===== src/rtl/seq_match_pkg.sv =====
// Shared types and helpers for the sequence-match bank.
// Channel config struct is sized for the default symbol width and depth.
package seq_match_pkg;

    localparam int unsigned SEQ_SYM_W = 2;
    localparam int unsigned SEQ_DEPTH = 4;

    function automatic int unsigned len_width(input int unsigned depth);
        return $clog2(depth + 1);
    endfunction

    function automatic int unsigned idx_width(input int unsigned n);
        return (n > 1) ? $clog2(n) : 1;
    endfunction

    localparam int unsigned SEQ_LEN_W = len_width(SEQ_DEPTH);

    typedef struct packed {
        logic [SEQ_SYM_W*SEQ_DEPTH-1:0] pat;
        logic [SEQ_LEN_W-1:0]           len;
        logic                           overlap;
    } chan_cfg_t;

    function automatic int unsigned sat_inc(input int unsigned v, input int unsigned max);
        return (v >= max) ? max : v + 1;
    endfunction

endpackage


===== src/rtl/seq_match_chan.sv =====
// One pattern channel: config, fill tracking, compare against the candidate
// history (incoming symbol plus shared history), match flop and saturating counter.
module seq_match_chan
    import seq_match_pkg::*;
#(
    parameter int unsigned SYM_W = SEQ_SYM_W,
    parameter int unsigned DEPTH = SEQ_DEPTH,
    parameter int unsigned CNT_W = 8
) (
    input  logic                       clk,
    input  logic                       rst,
    input  logic [SYM_W*(DEPTH-1)-1:0] hist,
    input  logic [SYM_W-1:0]           sym,
    input  logic                       sym_valid,
    input  logic                       cfg_we,
    input  chan_cfg_t                  cfg_wdata,
    input  logic                       clear_cnt,
    output logic                       match,
    output logic [CNT_W-1:0]           cnt
);

    localparam int unsigned LEN_W   = len_width(DEPTH);
    localparam int unsigned CNT_MAX = (2 ** CNT_W) - 1;

    chan_cfg_t              cfg;
    logic [LEN_W-1:0]       fill;
    logic [LEN_W-1:0]       fill_next;
    logic [LEN_W-1:0]       len_clamped;
    logic [SYM_W*DEPTH-1:0] cand;
    logic                   pat_eq;
    logic                   hit;

    assign cand = {hist, sym};

    always_comb begin
        fill_next   = LEN_W'(sat_inc(32'(fill), DEPTH));
        len_clamped = (cfg_wdata.len > LEN_W'(DEPTH)) ? LEN_W'(DEPTH) : cfg_wdata.len;
        pat_eq      = 1'b1;
        for (int k = 0; k < int'(DEPTH); k++) begin
            if ((k < int'(cfg.len)) &&
                (cand[k*SYM_W +: SYM_W] != cfg.pat[k*SYM_W +: SYM_W])) begin
                pat_eq = 1'b0;
            end
        end
        hit = sym_valid && (cfg.len != '0) && (fill_next >= cfg.len) && pat_eq;
    end

    always_ff @(posedge clk) begin
        if (!rst) begin
            cfg   <= '0;
            fill  <= '0;
            cnt   <= '0;
            match <= 1'b0;
        end else if (cfg_we) begin
            // A symbol arriving with the write is not credited to this channel.
            cfg.pat     <= cfg_wdata.pat;
            cfg.len     <= len_clamped;
            cfg.overlap <= cfg_wdata.overlap;
            fill        <= '0;
            cnt         <= '0;
            match       <= 1'b0;
        end else begin
            match <= hit;
            if (sym_valid) begin
                fill <= (hit && !cfg.overlap) ? '0 : fill_next;
            end
            if (clear_cnt) begin
                cnt <= '0;
            end else if (hit) begin
                cnt <= CNT_W'(sat_inc(32'(cnt), CNT_MAX));
            end
        end
    end

endmodule


===== src/rtl/seq_match_bank.sv =====
// Multi-channel sequence recogniser: shared symbol history, config write
// decode, and one seq_match_chan per pattern channel.
module seq_match_bank
    import seq_match_pkg::*;
#(
    parameter int unsigned SYM_W   = SEQ_SYM_W,
    parameter int unsigned DEPTH   = SEQ_DEPTH,
    parameter int unsigned NUM_PAT = 2,
    parameter int unsigned CNT_W   = 8
) (
    input  logic                            clk,
    input  logic                            rst,
    input  logic [SYM_W-1:0]                sym_i,
    input  logic                            sym_valid_i,
    input  logic                            cfg_we_i,
    input  logic [idx_width(NUM_PAT)-1:0]   cfg_idx_i,
    input  logic [SYM_W*DEPTH-1:0]          cfg_pat_i,
    input  logic [len_width(DEPTH)-1:0]     cfg_len_i,
    input  logic                            cfg_overlap_i,
    input  logic                            clear_cnt_i,
    output logic [NUM_PAT-1:0]              match_o,
    output logic [NUM_PAT*CNT_W-1:0]        match_cnt_o
);

    localparam int unsigned IDX_W = idx_width(NUM_PAT);

    // The oldest slot only ever shifts out, so DEPTH-1 slots are stored;
    // the incoming symbol completes the candidate window.
    logic [SYM_W*(DEPTH-1)-1:0] hist;
    chan_cfg_t                  cfg_wdata;

    assign cfg_wdata = '{pat: cfg_pat_i, len: cfg_len_i, overlap: cfg_overlap_i};

    always_ff @(posedge clk) begin
        if (!rst) begin
            hist <= '0;
        end else if (sym_valid_i) begin
            for (int k = int'(DEPTH) - 2; k > 0; k--) begin
                hist[k*SYM_W +: SYM_W] <= hist[(k-1)*SYM_W +: SYM_W];
            end
            hist[0 +: SYM_W] <= sym_i;
        end
    end

    for (genvar p = 0; p < int'(NUM_PAT); p++) begin : g_chan
        logic we;
        assign we = cfg_we_i && (cfg_idx_i == IDX_W'(p));

        seq_match_chan #(
            .SYM_W (SYM_W),
            .DEPTH (DEPTH),
            .CNT_W (CNT_W)
        ) u_chan (
            .clk       (clk),
            .rst       (rst),
            .hist      (hist),
            .sym       (sym_i),
            .sym_valid (sym_valid_i),
            .cfg_we    (we),
            .cfg_wdata (cfg_wdata),
            .clear_cnt (clear_cnt_i),
            .match     (match_o[p]),
            .cnt       (match_cnt_o[p*CNT_W +: CNT_W])
        );
    end

endmodule

===== config.mk =====
export PLATFORM = sky130hd
export DESIGN_NAME = seq_match_bank
export DESIGN_NICKNAME = d
export VERILOG_FILES = /design/src/rtl/seq_match_pkg.sv /design/src/rtl/seq_match_chan.sv /design/src/rtl/seq_match_bank.sv
export SDC_FILE = /design/constraint.sdc
export NUM_CORES = 1
export LEC_CHECK = 0
export CORE_MARGIN = 5
export CORE_UTILIZATION = 55
export CTS_BUF_LIST = sky130_fd_sc_hd__clkbuf_2 sky130_fd_sc_hd__clkbuf_4 sky130_fd_sc_hd__clkbuf_8
export DETAILED_ROUTE_END_ITERATION = 10
export PLACE_DENSITY = 0.82
export SLEW_MARGIN = 20
export SYNTH_ARGS = -nofsm -noshare
export SYNTH_HDL_FRONTEND = slang
export SYNTH_SLANG_ARGS = --single-unit

===== constraint.sdc =====
create_clock -name clk -period 5.75 [get_ports clk]
set_input_delay 0.8625 -clock clk [delete_from_list [all_inputs] [get_ports clk]]
set_output_delay 0.8625 -clock clk [all_outputs]
set_load 0.02 [all_outputs]

==> results.toml <==
[sta]
rsz0062_at_grt = "no"
fin_worst_skew_ns = 0.00555
finalCritPeriodShare = 0.512
relSlewSlack = 0.367
hold_viol = 0
worst_pin_slew_ns = 0.947
setup_viol = 0
slew_violations = 0
fmax_ghz = 0.340
finalSetupTns_ns = 0
period_minus_slack_ns = 2.94

[power]
power_frac_comb = 0.144
clockPowerShare = 0.326
swShare = 0.259
power_switching_w = 0.000194
p_leak_nw = 1.34
seq_power_share = 0.530
internal_power_w = 0.000554
power.density_mw_per_mm2 = 220
peakVddDrop_mv = 0.142

[worst_setup_path]
max_stage_delay_ns = 1.09
critPathRequiredTime_ns = 5.93
start_kind = "input port"
worstPathMaxFanout = 21
worstSetupPathType = "in2reg"
ff2ff_setup_slack_ns = 3.39
r2r-end = "g_chan[1].u_chan.fill[0]"
cpMaxStageDelayCell = "clkdlybuf4s50_1"
path_cells = "clkdlybuf4s50_1, inv_1, a21oi_4, and3_1, a311oi_1"
r2r_start = "g_chan[1].u_chan.fill[0]"
arrival_ns = 3.12
r2r_cells = 8
worst_setup_path_end_kind = "register"

[clocking]
cts_hold_buf = 0
cts_buffer_depth = 2
path_clk_slew_ns = 0.09
cts.sinks = 54
cts_root_buf = "clkbuf_8"
worstSkewPairLatency_ns = 0.31
post_cts_buffers = 0
cts_buffers = 5
htreeDepth = 2
cts_tree = "built"
post_cts_resize_count = 0

[yosys]
yosys_warnings = 0
synth-simple-area-share = 0.252
synthXorXnorAreaFrac = 0.0481
syn-instance-count = 339
syn-num-nets = 371
syn_area_sq_mm = 0.00291
synth-seq-area-share = 0.371
synth_fa_ha_area_frac = 0.0516
synth_cell_types = 53
synth_compound_area_frac = 0.205
synth_mux_area_frac = 0.0275
ys_seq_elements = 54
synth_top_family_by_area = "simple AND/OR/NAND/NOR gates"
synth_area_per_cell_sq_um = 8.59

[grt]
grt_antenna_before_repair = 0
grt_max_degree = 35
grt_pass1_wl_um = 11200
grt_pass1_vias = 2501
track_usage = 0.212
grt_overflow_total = 0

[hold_path]
min_to = "g_chan[1].u_chan.cfg[9]"
hold_depth = 2
min_path_type = "reg2reg"
min_from = "g_chan[1].u_chan.cfg[9]"

[drt]
wl_met2_um = 3320
drt_iter0_drc = 289
met3_length_um = 313
route.layer.met1.wl_um = 3010
ant_nets = 0
top_layer = "met4"
drcViolationCount = 0
wl_um = 6690
first_pass_iters = 6
viasPerCell = 5.72
routedWlPerCell_um = 15.3
vias = 2504

[final_layout]
syn_to_final_growth_pct = 16.6
regArea_sq_mm = 0.00108
final_cell_area_sq_mm = 0.00340
drive_gt1_frac = 0.0707
antenna_cells = 0
final_nets = 399
multi_input_area_sq_mm = 0.00170
nFillCells = 481

[floorplanning]
fp.dieW_um = 82.8
row_count = 26
coreArea_sq_mm = 0.00514
fp.dieArea_sq_mm = 0.00685
initial_core_util = 0.566
io_pins = 38
fp.dieH_um = 82.8

[placed_design]
place_area_sq_mm = 0.00329
io_buffers = 37
post-dp-hpwl_um = 4900
routabilityCongestion = 0.854

[run]
drv_cap = 0

[status]
status = "finished clean"
## critical path: cells and delay by family
kind                   cells  cell delay (ns)
AND/OR/NAND/NOR            1             0.39
AO/OA/AOI/OAI              2             0.40
buffers and inverters      2             1.46
## sequential cells by signal, summed over array words and instances, names as in the netlist
name / count
g_chan.u_chan.cfg: 24
g_chan.u_chan.cnt: 16
g_chan.u_chan.fill: 6
hist: 6
g_chan.u_chan.match: 2
## cell families (layout without fill, tap and decap cells)
kind of cell	Yosys count	in the layout
DFF	54	54
adders and majority gates	12	12
AOI/OAI and AO/OA	76	76
and+or+nand+nor	145	145
xor gates and xnor gates	16	16
buffers and inverters	28	57
muxes	8	8
## worst max path at each step
stage	start	endpoint	slack, ns	depth (start not counted)
floorplan	sym_i[0]	g_chan[1].u_chan.cnt[4]	3.52	6
global placement	sym_valid_i	g_chan[1].u_chan.cnt[4]	2.67	5
detailed placement	sym_valid_i	g_chan[1].u_chan.cnt[6]	2.56	5
CTS	sym_valid_i	g_chan[1].u_chan.cnt[6]	2.87	5
global route	sym_valid_i	g_chan[1].u_chan.cnt[6]	2.63	5
finish	sym_valid_i	g_chan[1].u_chan.cnt[4]	2.81	5
## per-layer routing
metal / track usage / vias up
met3: 0.0434 / 5
met1: 0.257 / 1184
met4: 0.0686 / 0
met5: 0 / -
met2: 0.375 / 64
li1: - / 1251
## per-stage QoR
step	total power (W)	utilization	instances	hold slack [ns]	worst slack, ns
finish	0.000748	0.661	438	0.493	2.81
global route	0.000781	0.661	438	0.508	2.63
CTS	0.000752	0.661	438	0.489	2.87
detailed placement	0.000511	0.639	430	0.476	2.56
global placement	0.000507	0.639	430	0.469	2.67
floorplan	0.000478	-	339	0.452	3.52
## cells in the mapped netlist (all sizes together)
master   number  area, sq um
nand2        65          244
xnor2         4         35.0
a31oi         9         56.3
a21oi         6         41.3
inv          12         45.0
o41a          1         21.3
dfxtp        54         1080
a311oi        4         35.0
or2           6         37.5
nand4         6         37.5
ha           12          150
o31ai         1         7.51
and2          4         25.0
and3         11         73.8
nor3b         1         7.51
o2bb2ai       1         8.76
a41oi         3         26.3
or3b          1         8.76
and4          3         26.3
a21boi       24          180
nor3          6         35.0
nor4bb        1         10.0
a21o          3         23.8
buf           7         50.0
or3           3         20.0
clkbuf        9         33.8
o32ai         2         17.5
xor2         12          105
a2111o        2         22.5
a41o          1         10.0
a211oi        9         72.6
o41ai         1         16.3
or4           1         7.51
nor2         13         56.3
a21bo         1         10.0
nand2b        2         12.5
o21ai         7         38.8
o211a         1         10.0
mux2i         8         80.1
nor2b        13         81.3
nand3         9         50.1
## cells in the final DEF, fill, tap and decap left out, types with 5 or more instances in the layout
master           Yosys  layout
a211oi_1             8       8
a21boi_0            24      24
a21oi_1              5       5
a31oi_1              9       9
and3_1              10      10
clkbuf_8             0       8
clkdlybuf4s50_1      0      37
dfxtp_1             54      54
ha_1                12      12
inv_1               12      12
mux2i_1              8       8
nand2_1             65      65
nand3_1              8       8
nand4_1              6       6
nor2_1              12      12
nor2b_1             13      13
nor3_1               5       5
o21ai_0              6       6
or2_2                6       6
xor2_1              12      12
## cell type report
class	count	share of cell area
clock buffer	8	0.0324
tap	70	0.0258
inverter	12	0.0133
multi-input combinational	257	0.501
timing repair buffer	37	0.109
sequential	54	0.318
## power by group through the flow
stage | clock [W] | sequential [W] | combinational [W]
2_1_floorplan | 0 | 0.000402 | 0.0000768
3_3_place_gp | 0 | 0.000404 | 0.000103
3_5_place_dp | 0 | 0.000405 | 0.000106
4_1_cts | 0.000249 | 0.000396 | 0.000107
5_1_grt | 0.000263 | 0.000398 | 0.000120
6_report | 0.000244 | 0.000396 | 0.000108
(Power assumes the default switching activity.)
